==> src/rtl/qrd_pkg.sv <==
// Shared definitions for the QRD-RLS array feed controller.
// Holds the controller state encoding, default array sizing and a width helper.
package qrd_pkg;

    typedef enum logic [1:0] {
        IDLE,
        FEED,
        DRAIN,
        DONE
    } state_t;

    localparam int DEFAULT_N   = 4;
    localparam int DEFAULT_LAT = 21;

    // Bits needed to index `count` distinct values, never less than one.
    function automatic int width_of(input int count);
        return (count > 1) ? $clog2(count) : 1;
    endfunction

endpackage

==> src/rtl/feed_skew.sv <==
// Skew shift register: bit 0 captures the accept strobe, and each higher bit
// repeats the bit below it one cycle later, producing the per-column load wavefront.
module feed_skew #(
    parameter int N = 4
) (
    input  logic         clk,
    input  logic         rst,
    input  logic         clr,
    input  logic         din,
    output logic [N-1:0] q
);

    always_ff @(posedge clk or posedge rst) begin
        // NOTE: registers take non-blocking assignments so every flop samples pre-edge values.
        if (rst) begin
            q <= '0;
        end else if (clr) begin
            q <= '0;
        end else begin
            q <= (q << 1) | N'(din);
        end
    end

endmodule

==> src/rtl/qrd_feed_ctrl.sv <==
// Frame controller that feeds K input rows into an N-column QRD-RLS array,
// then waits out the array latency plus skew before pulsing done.
module qrd_feed_ctrl
    import qrd_pkg::*;
#(
    parameter int N   = DEFAULT_N,
    parameter int K   = 16,
    parameter int LAT = DEFAULT_LAT,
    localparam int RW = width_of(K)
) (
    input  logic          clk,
    input  logic          rst,
    input  logic          start,
    input  logic          abort,
    input  logic          in_valid,
    output logic          in_ready,
    output logic [N-1:0]  feed_en,
    output logic          sof,
    output logic [RW-1:0] row_idx,
    output logic          busy,
    output logic          done
);

    localparam int            CW         = width_of(LAT + N);
    localparam logic [CW-1:0] DRAIN_LOAD = CW'(LAT + N - 1);
    localparam logic [RW-1:0] ROW_LAST   = RW'(K - 1);

    state_t        state;
    state_t        state_next;
    logic          accept;
    logic          last_row;
    logic [CW-1:0] drain_cnt;

    assign in_ready = (state == FEED);
    assign accept   = in_valid & in_ready;
    assign last_row = accept && (row_idx == ROW_LAST);
    assign sof      = accept && (row_idx == '0);
    assign busy     = (state != IDLE);
    assign done     = (state == DONE);

    always_comb begin
        // NOTE: default assigned first so no path leaves state_next unassigned (no latch).
        state_next = state;
        case (state)
            IDLE:    if (start) state_next = FEED;
            FEED:    if (last_row) state_next = DRAIN;
            DRAIN:   if (drain_cnt == '0) state_next = DONE;
            DONE:    state_next = IDLE;
            default: state_next = IDLE;
        endcase
        if (abort) begin
            state_next = IDLE;
        end
    end

    always_ff @(posedge clk or posedge rst) begin
        if (rst) begin
            state <= IDLE;
        end else begin
            state <= state_next;
        end
    end

    // row_idx wraps to 0 on the final row, so it already reads 0 in DRAIN.
    always_ff @(posedge clk or posedge rst) begin
        if (rst) begin
            row_idx <= '0;
        end else if (abort) begin
            row_idx <= '0;
        end else if (state == IDLE && start) begin
            row_idx <= '0;
        end else if (last_row) begin
            row_idx <= '0;
        end else if (accept) begin
            row_idx <= row_idx + 1'b1;
        end
    end

    always_ff @(posedge clk or posedge rst) begin
        if (rst) begin
            drain_cnt <= '0;
        end else if (abort) begin
            drain_cnt <= '0;
        end else if (last_row) begin
            drain_cnt <= DRAIN_LOAD;
        end else if (state == DRAIN && drain_cnt != '0) begin
            drain_cnt <= drain_cnt - 1'b1;
        end
    end

    feed_skew #(
        .N(N)
    ) u_skew (
        .clk (clk),
        .rst (rst),
        .clr (abort),
        .din (accept),
        .q   (feed_en)
    );

endmodule

==> config.mk <==
export PLATFORM = sky130hd
export DESIGN_NAME = qrd_feed_ctrl
export DESIGN_NICKNAME = d
export VERILOG_FILES = /design/src/rtl/qrd_pkg.sv /design/src/rtl/feed_skew.sv /design/src/rtl/qrd_feed_ctrl.sv
export SDC_FILE = /design/constraint.sdc
export NUM_CORES = 1
export LEC_CHECK = 0
export CAP_MARGIN = 5
export CORE_MARGIN = 5
export CORE_UTILIZATION = 47
export DETAILED_ROUTE_END_ITERATION = 8
export HOLD_SLACK_MARGIN = 0.05
export PLACE_DENSITY = 0.78
export SETUP_SLACK_MARGIN = 0.2
export SYNTH_ARGS = -nofsm -noshare
export SYNTH_HDL_FRONTEND = slang
export SYNTH_SLANG_ARGS = --single-unit
==> constraint.sdc <==
create_clock -name clk -period 2.1 [get_ports clk]
set_input_delay 0.42 -clock clk [delete_from_list [all_inputs] [get_ports clk]]
set_output_delay 0.42 -clock clk [all_outputs]
set_load 0.02 [all_outputs]
==> results.cfg <==
[synthesis]
ys_ff_latch = 15
synth.distinct_cells = 31
synth_edf_count = 0
synth_area_leader_cell = dfrtp_1
syn_nets = 97
yosys_warnings = 0
synthTopCellsByCount = dfrtp_1 (15), inv_1 (11), ha_1 (8)
synth.area.top_cells = dfrtp_1 (44%), ha_1 (12%), inv_1 (4.8%)
netlist_area_um2 = 860.8
async_flop_share = 1.000
synth_flop_cell = dfrtp_1
yosysSeqAreaShare = 0.4360
synthCells = 84
synth.most_common_cell = dfrtp_1
synth_area_per_cell_um2 = 10.25
synth_top_area_share = 0.4360

[clock_tree]
clock_latency_ns = 0.28
htreeDepth = 1
cts_buffer_depth = 2
cts_tree = built
cts-root-buf = clkbuf_4
cts_hold_buf = 0
cts.reportedPaths.clkPinSlew_ns = 0.10
cts_buffers = 3
clock-sinks = 15

[cells_and_area]
utilization = 0.6703
seq_area_um2 = 376.6
multi_input_area_um2 = 469.2
nets = 123
n_fill_cell = 145
design_area_um2 = 1157
antenna_cells = 0
drive_gt1_frac = 0.2385
synthToLayoutAreaGrowth_pct = 34.45

[global_route]
grtUsageTotal = 0.1581
grt_pass1_vias = 750
grt_max_degree = 16
overflow = 0
antenna_found_initial = 0
grt_pass1_wl_um = 3305

[routing]
first_pass_iters = 5
ant_nets = 0
avgRoutedWirePerCell_um = 15.72
drtIter0Drc = 36
drt-vias-per-instance = 5.664
drt-total-wl_um = 2106
via_count = 759
drc = 0

[sta]
final_max_slew_viol_count = 0
finClkSkew_ns = 0.001190
relSlewSlack = 0.6121
period_needed_ns = 1.872
min_period_over_period = 0.8915
finalSetupViolations = 0
fmax_ghz = 0.5341
hold_viol_final = 0
grt_setup_unrepaired = yes
holdWs_ns = 0.4822
worstMarginPinSlew_ns = 0.5812
layout_setup_ws_ns = 0.2278

[job]
drv_cap = 0

[critical_path]
cp-start-kind = register
cp_cell_sequence = inv_1, ha_2, inv_1, dlygate4sd2_1
critPathArrivalTime_ns = 1.45
critPathSlowestCell = dfrtp_2
cp-end-kind = primary output
max_stage_delay_ns = 0.46
crit_top_cell = inv_1
critical_path.max_fanout = 5
critPathKind = register to primary output
cp_data_required_time_ns = 1.68

[placed_design]
dp_hpwl_um = 1517
io_buffers = 16
gp_congestion = 0.8208
place_ws_ns = -0.2620
placed_area_um2 = 1092

[power]
worst_ir_drop_vdd_v = 0.0005759
p_leak_nw = 0.5481
power_density_nw_per_um2 = 882.8

[floorplan]
die-area_um2 = 2787
die_y_um = 52.80
rows = 15
core_area_um2 = 1727
die_w_um = 52.80
start_util = 0.4986
io_pins = 17

[status]
status = finished clean

[worst_hold_path]
worst_hold_path_type = input port to async pin
## critical path: cells and delay by family, from the launching register on
kind / cells / cell delay (ns)
adder cells (fa/ha/maj): 1 / 0.23
flip-flops: 1 / 0.46
buffers and inverters: 3 / 0.47
## routing by layer
metal / global-route usage / vias to the layer above / share of wire / wire length [um]
met5: 0 / - / 0 / 0
met4: 0.06809 / 0 / 0.048 / 101
met3: 0.03704 / 10 / 0.057 / 121
met2: 0.2624 / 39 / 0.49 / 1028
met1: 0.1930 / 366 / 0.41 / 855
li1: - / 344 / - / -
## power by group
group | switching (W) | leakage, nW | total [W] | internal, W
clock | 0.0000990 | 0.0177 | 0.000170 | 0.0000707
sequential | 0.0000269 | 0.206 | 0.000344 | 0.000317
combinational | 0.000278 | 0.324 | 0.000508 | 0.000230
## cell families (layout without fill, tap and decap cells)
| logic type | Yosys count | in the layout | share of synthesized area |
|---|---|---|---|
| AOI/OAI and AO/OA | 17 | 17 | 0.1686 |
| xor gates and xnor gates | 2 | 2 | 0.02035 |
| adders and majority gates | 8 | 8 | 0.1163 |
| buffers and inverters | 13 | 38 | 0.06540 |
| DFF | 15 | 15 | 0.4360 |
| muxes | 1 | 1 | 0.01163 |
| and+or+nand+nor | 28 | 28 | 0.1817 |
## layout by cell type, fill, tap and decap left out, types with 2 or more instances in the layout
cell,Yosys,final
buf_4,0,8
nor2_1,3,3
dlygate4sd2_1,0,3
nor2b_1,4,4
clkbuf_4,0,3
a221oi_1,2,2
o21ai_0,2,2
a21oi_1,4,4
nand3_1,5,5
ha_2,0,2
a31o_2,2,2
nand4_1,2,2
dfrtp_1,15,14
ha_1,8,5
nand2_1,7,6
clkdlybuf4s50_1,0,10
inv_1,11,10
dlymetal6s2s_1,0,2
## path summary, 6_finish.rpt
check | end | cells past startpoint | from | slack (ns)
worst max-delay path | busy | 4 | state[0] | 0.23
worst min-delay path | u_skew.q[3] | 2 | rst | 0.48
worst max register to register | drain_cnt[3] | 6 | drain_cnt[0] | 0.26
worst min register to register | u_skew.q[2] | 1 | u_skew.q[1] | 0.50
max in group asynchronous | state[0] | 2 | rst | 1.21
min in group clk | u_skew.q[2] | 1 | u_skew.q[1] | 0.50
## per-stage QoR
| step | power (W) | setup TNS (ns) | std cells |
|---|---|---|---|
| floorplan | 0.0006428 | 0 | 84 |
| global placement | 0.0008032 | -0.2133 | 128 |
| detailed placement | 0.0008268 | -0.2620 | 128 |
| CTS | 0.0009693 | 0 | 132 |
| global route | 0.001086 | 0 | 134 |
| finish | 0.001022 | 0 | 134 |
## layout make-up
class | instances | share of cell area
tap | 25 | 0.02703
clock inverter | 1 | 0.004324
multi-input combinational | 56 | 0.4054
clock buffer | 3 | 0.01946
inverter | 11 | 0.03568
sequential | 15 | 0.3254
timing repair buffer | 23 | 0.1827
## timing repair
action / CTS / global route
pin swaps: 1 / 2
setup buffers: 0 / 2
setup endpoints to repair: 4 / 5
resized for setup: 9 / 8
## flip-flops by register name, indices dropped and copies added (netlist names)
| register | flops |
|---|---|
| drain_cnt | 5 |
| row_idx | 4 |
| state | 2 |
| u_skew.q | 4 |
(Power assumes the default switching activity.)
